===== src/rtl/mem_port_arbiter.sv =====
// Two-requester arbiter for a single shared memory port.
// Grants one owner at a time, with burst lock and wait timeout.
`ifndef TYPE_BW
`define TYPE_BW 32
`endif

module mem_port_arbiter #(
    parameter int unsigned TIMEOUT_CYCLES = 1024
) (
`ifdef USE_POWER_PINS
    inout  wire                  vccd1,
    inout  wire                  vssd1,
`endif
    input  logic                 clk,
    input  logic                 reset,
    input  logic [1:0]           m0_operation,
    input  logic [31:0]          m0_addr,
    input  logic [`TYPE_BW-1:0]  m0_wdata,
    output logic [`TYPE_BW-1:0]  m0_rdata,
    output logic                 m0_opdone,
    input  logic [1:0]           m1_operation,
    input  logic [31:0]          m1_addr,
    input  logic [`TYPE_BW-1:0]  m1_wdata,
    output logic [`TYPE_BW-1:0]  m1_rdata,
    output logic                 m1_opdone,
    output logic [1:0]           mem_operation,
    output logic [31:0]          addr_o,
    output logic [`TYPE_BW-1:0]  data_o,
    input  logic [`TYPE_BW-1:0]  data_i,
    input  logic                 mem_opdone,
    output logic [1:0]           grant,
    output logic                 timeout_err,
    input  logic                 clr_err
);

    typedef enum logic [1:0] {
        IDLE    = 2'd0,
        OWN0    = 2'd1,
        OWN1    = 2'd2,
        RELEASE = 2'd3
    } state_t;

    localparam bit          TMO_EN   = (TIMEOUT_CYCLES != 0);
    localparam logic [31:0] TMO_LAST = 32'(TIMEOUT_CYCLES - 1);

    state_t      state;
    state_t      state_n;
    logic        last_owner;
    logic [31:0] wait_cnt;
    logic        req0;
    logic        req1;
    logic        own;
    logic        tmo;

    // Ops 01 and 11 are the only real requests; both have bit 0 set.
    assign req0 = m0_operation[0];
    assign req1 = m1_operation[0];
    assign own  = (state == OWN0) || (state == OWN1);
    assign tmo  = TMO_EN && own && !mem_opdone && (wait_cnt == TMO_LAST);

    // Read data is broadcast; opdone qualifies which port it belongs to.
    assign m0_rdata = data_i;
    assign m1_rdata = data_i;

    // State register.
    always_ff @(posedge clk or negedge reset) begin
        if (!reset) state <= IDLE;
        else        state <= state_n;
    end

    // Arbitration and ownership transitions.
    always_comb begin
        state_n = state;
        unique case (state)
            IDLE: begin
                if (req0 && req1) state_n = last_owner ? OWN0 : OWN1;
                else if (req0)    state_n = OWN0;
                else if (req1)    state_n = OWN1;
            end
            OWN0:    if (tmo || !req0) state_n = RELEASE;
            OWN1:    if (tmo || !req1) state_n = RELEASE;
            RELEASE: state_n = IDLE;
            default: state_n = IDLE;
        endcase
    end

    // Memory-side mux, grant and per-port completion routing.
    always_comb begin
        mem_operation = 2'b00;
        addr_o        = '0;
        data_o        = '0;
        grant         = 2'b00;
        m0_opdone     = 1'b0;
        m1_opdone     = 1'b0;
        unique case (state)
            OWN0: begin
                mem_operation = m0_operation;
                addr_o        = m0_addr;
                data_o        = m0_wdata;
                grant         = 2'b01;
                m0_opdone     = mem_opdone;
            end
            OWN1: begin
                mem_operation = m1_operation;
                addr_o        = m1_addr;
                data_o        = m1_wdata;
                grant         = 2'b10;
                m1_opdone     = mem_opdone;
            end
            default: ;
        endcase
    end

    // Remember who released last so the other port wins a tie.
    always_ff @(posedge clk or negedge reset) begin
        if (!reset) begin
            last_owner <= 1'b1;
        end else if (state_n == RELEASE) begin
            if (state == OWN0) last_owner <= 1'b0;
            if (state == OWN1) last_owner <= 1'b1;
        end
    end

    // Wait counter: restarts on grant and on each completion.
    always_ff @(posedge clk or negedge reset) begin
        if (!reset) begin
            wait_cnt <= '0;
        end else if (state == IDLE && state_n != IDLE) begin
            wait_cnt <= '0;
        end else if (own) begin
            if (mem_opdone) wait_cnt <= '0;
            else            wait_cnt <= wait_cnt + 32'd1;
        end
    end

    // Sticky timeout flag; a fresh timeout beats a clear.
    always_ff @(posedge clk or negedge reset) begin
        if (!reset)       timeout_err <= 1'b0;
        else if (tmo)     timeout_err <= 1'b1;
        else if (clr_err) timeout_err <= 1'b0;
    end

endmodule


===== config.mk =====
export PLATFORM = sky130hd
export DESIGN_NAME = mem_port_arbiter
export DESIGN_NICKNAME = d
export VERILOG_FILES = /design/src/rtl/mem_port_arbiter.sv
export SDC_FILE = /design/constraint.sdc
export NUM_CORES = 1
export LEC_CHECK = 0
export CORE_ASPECT_RATIO = 0.5
export CORE_MARGIN = 2
export CORE_UTILIZATION = 37
export CTS_CLUSTER_DIAMETER = 40
export DETAILED_ROUTE_END_ITERATION = 7
export PLACE_DENSITY_LB_ADDON = 0.3
export SLEW_MARGIN = 20
export SYNTH_ARGS = -nofsm -noshare
export SYNTH_HDL_FRONTEND = slang
export SYNTH_SLANG_ARGS = --single-unit
export TNS_END_PERCENT = 100

===== constraint.sdc =====
create_clock -name clk -period 5.3 [get_ports clk]
set_input_delay 1.325 -clock clk [delete_from_list [all_inputs] [get_ports clk]]
set_output_delay 1.325 -clock clk [all_outputs]
set_load 0.02 [all_outputs]

[Yosys cells after proc, flatten, opt, wreduce, memory -nomap -nowiden]
Cells that the tools add are included.
Word-level totals
  register bits: 36
  input port bits: 168
  output and inout port bits: 135
Operators by class
  $add $sub $neg: 1
  equal/unequal tests: 5
  mux-type cells: 20
  reductions and logical operators: 16
Operators with widths (count)
  $pmux 32 s2: 2
  $mux 32: 3
  $add 32x1->32 const B: 1
  $eq 32x10->1 const B: 1
  $mux 2: 6
  $pmux 2 s2: 2
  $pmux 2 s4: 1
  $reduce_bool 2->1: 4
  $eq 2x2->1 const B: 3
  $mux 1: 6
  $logic_and 1x1->1: 4
  $logic_not 1->1: 3
  $logic_or 1x1->1: 3
  $eq 2x1->1 const B: 1
  $logic_not 2->1: 1
  $reduce_and 2->1: 1

[Depth between registers and ports, before layout]
  depth after elaboration: 10
  mapped depth: 9

[Least setup slack after synthesis]
OpenSTA, ideal clock, no wires.
  kind: input to output
  start point: input mem_opdone
  end point: output m0_opdone
  arrival time: 2.132 ns
  data required time: 3.975 ns
  slack: 1.843 ns
  cell stages on the path: 3
  path through: clkbuf_1 -> clkbuf_1 -> and2_1
On the way
  cells in the longest elaborated chain, start to end: 1
Ends and longest elaborated chain
  from (decl): line 30  | input logic mem_opdone,
  $mux 1: line 95  | unique case (state)
  to (decl): line 20  | output logic m0_opdone,
Every way passes these cells.

[Worst setup path after layout]
  start point: input m1_wdata[10]
  end point: output data_o[10]
On the way
  cells in the longest elaborated chain, start to end: 1
Ends and longest elaborated chain
  from (decl): line 23  | input logic [`TYPE_BW-1:0] m1_wdata,
  $pmux 32 s2: line 95
  to (decl): line 28  | output logic [`TYPE_BW-1:0] data_o,
Every way passes these cells.

==> results.json <==
{
  "status": "completed",
  "grt_first_pass_wirelength_um": 24100,
  "hp-class": "flip-flop to flip-flop",
  "hpwl_um": 11800,
  "routed_wl_um": 15800,
  "grt_pass1_vias": 4233,
  "clockBufferDepth": 2,
  "wire_per_inst_um": 20.0,
  "power_density_mw_per_mm2": 483,
  "muxShareOfSynthArea": 0.0284,
  "place_worst_setup_slack_ns": 1.15,
  "synth.most_common_cell": "nor2_1",
  "nFillCells": 964,
  "grt_use_total": 0.265,
  "gp_congestion": 0.918,
  "placed_cells": 781,
  "cp.arrival_ns": 2.89,
  "cts-root-buf": "clkbuf_16",
  "gr-total-overflow": 0,
  "final_cells": 789,
  "start_util": 0.385,
  "worstSetupStartpointType": "input pin",
  "critPathMaxStageDelay_ns": 0.56,
  "cp.required_ns": 3.97,
  "synth_xor_xnor_area_share": 0,
  "synth_fp_nets": 711,
  "fmax_mhz": 237,
  "yosys_warnings": 0,
  "ir_drop_uv": 318,
  "finalCritPeriodShare": 0.796,
  "num_vias": 4540,
  "finalSetupViolCount": 0,
  "io_buffers": 206,
  "yosysSeqAreaShare": 0.227,
  "hold_path_startpoint": "timeout_err$_DFFE_PN0P_",
  "synth_top_family_by_area": "compound AO/OA/AOI/OAI gates",
  "syn_inst": 536,
  "fin_ws_ns": 1.08,
  "tightest_slew_ns": 0.881,
  "drive_gt1_frac": 0.0493,
  "multi_input_comb_area_mm2": 0.00233,
  "synth_seq_cells": 36,
  "coreArea_mm2": 0.0103,
  "clkTransAtPathRegs_ns": 0.06,
  "drtPass1Iterations": 6,
  "drtIter0Drc": 450,
  "critical-path-top-delay-family": "buffers and inverters",
  "cts_repair_resize_count": 0,
  "syn-cell-area_mm2": 0.00397,
  "max_slew_margin": 0.407,
  "die_area_mm2": 0.0116,
  "viasPerCell": 5.75,
  "io_pins": 303,
  "p_leak_nw": 2.17,
  "clock_sinks": 36,
  "maxCapViolations": 0,
  "synthArstFlopShare": 1.00,
  "insertion_delay_ns": 0.28,
  "regArea_um2": 902,
  "final_util": 0.559,
  "tns_ns": 0,
  "crit_path_max_fanout": 1,
  "drv_slew": 0,
  "grt_max_degree": 47,
  "antenna_cells": 0,
  "synth_compound_gate_area_share": 0.270,
  "ant_nets": 0,
  "synth.area.top_cells": "dfrtp_1 22%, a22oi_1 15%, buf_4 12%",
  "cp-startpoint": "m1_wdata[10]",
  "yosys.area.top_type": "dfrtp_1",
  "worstPathCellList": "clkdlybuf4s50_1, a22oi_1, nor2_1, clkdlybuf4s50_1",
  "period_needed_ns": 4.22,
  "avgSynthCellArea_um2": 7.41,
  "drc": 0,
  "numCtsBuffers": 5,
  "critPathSlowestCell": "clkdlybuf4s50_1",
  "synthFlopType": "dfrtp_1",
  "h-tree-depth": 2,
  "synth_adder_area_share": 0.0221,
  "synth_top_area_frac": 0.221,
  "die_h_um": 77.2,
  "hold_buffers": 0,
  "post-cts-setup-buffer-count": 0,
  "grt_setup_unrepaired": "false",
  "worstSetupPathType": "input pin to primary output",
  "synthTopCellsByCount": "83 x nor2_1, 79 x a22oi_1, 64 x buf_4",
  "finalHoldViolCount": 0,
  "clock-skew-final_ns": 0.00523,
  "grt_antenna_before_repair": 0,
  "crit_top_cell": "clkdlybuf4s50_1",
  "path_buf_inv": 2,
  "synth-simple-area-share": 0.264,
  "critPathCaptureType": "primary output",
  "die_w_um": 150,
  "worst_r2r_startpoint": "state[1]$_DFF_PN0_",
  "cts_tree": "yes",
  "synth_edf_count": 0,
  "holdWs_ns": 0.545,
  "num_rows": 26,
  "synth_cell_type_count": 53,
  "area_delta_synth_final_pct": 45.1,
  "num-nets-final": 823
}
==> per-stage QoR <==
stage                     area, µm²  power, mW
after global placement         5610       2.46
after global routing           5760       2.97
after CTS                      5760       2.78
after floorplan                3970       1.66
after detailed placement       5610       2.46
final                          5760       2.78
==> where the power goes <==
group          internal [mW]  switching [mW]  total [mW]
Sequential             0.295          0.0213       0.316
Combinational          0.839            1.32        2.15
Clock                  0.200           0.113       0.313
==> final timing paths <==
| check | end | slack, ns | cells past startpoint |
|---|---|---|---|
| setup / recovery | data_o[10] | 1.08 | 4 |
| hold / removal | timeout_err$_DFFE_PN0P_ | 0.54 | 2 |
| setup reg to reg | wait_cnt[29]$_DFFE_PN0P_ | 2.15 | 9 |
| hold reg to reg | timeout_err$_DFFE_PN0P_ | 0.54 | 2 |
| max in group asynchronous | state[1]$_DFF_PN0_ | 3.63 | 1 |
| min in group asynchronous | wait_cnt[12]$_DFFE_PN0P_ | 1.14 | 1 |
==> sequential cells by signal (all words and copies together), names as in the netlist <==
signal,count
wait_cnt,32
state,2
last_owner,1
timeout_err,1
==> area by class of cell <==
class	count	share of cell area
inverter	13	0.00847
tap	140	0.0304
clock buffer	8	0.0271
timing repair buffer	217	0.374
sequential	36	0.157
multi-input combinational	375	0.404
==> placed cells by master (no fill, tap or decap), drive strengths merged, types with 3 or more instances in the layout <==
cell | synthesis | layout
a2bb2oi | 6 | 6
nand4 | 16 | 16
nand3 | 14 | 14
a311oi | 4 | 4
clkdlybuf4s50 | 0 | 205
nor2b | 14 | 14
and4 | 8 | 8
and2 | 3 | 3
nand2b | 5 | 5
dfrtp | 35 | 35
a21oi | 37 | 37
a22oi | 79 | 79
inv | 13 | 13
nor4b | 3 | 3
or4 | 5 | 5
or3 | 3 | 3
buf | 73 | 12
nor4 | 11 | 11
clkbuf | 39 | 8
nand2 | 25 | 25
o21ai | 7 | 7
o311ai | 3 | 3
nor3 | 8 | 8
mux2i | 9 | 9
a32oi | 3 | 3
nor2 | 83 | 83
ha | 7 | 7
==> worst register-to-register path, delay by kind of cell (launching register included) <==
| kind | cells | cell delay (ns) |
|---|---|---|
| buf+inv | 3 | 0.92 |
| compound gates | 4 | 0.95 |
| simple gates | 1 | 0.10 |
| flops | 1 | 0.44 |
| fa+ha+maj | 1 | 0.60 |
==> kinds of logic after synthesis <==
| group | count (synthesis) |
|---|---|
| simple gates | 205 |
| mux | 11 |
| buf+inv | 125 |
| compound gates | 152 |
| flops | 36 |
| fa+ha+maj | 7 |
==> routing by layer <==
metal | GRT usage | up-vias | routed length [µm]
li1 | - | 2125 | -
met1 | 0.385 | 2172 | 7210
met2 | 0.367 | 215 | 6710
met3 | 0.0887 | 26 | 1570
met4 | 0.0623 | 2 | 221
met5 | 0.0727 | - | 108
(Power assumes the default switching activity.)
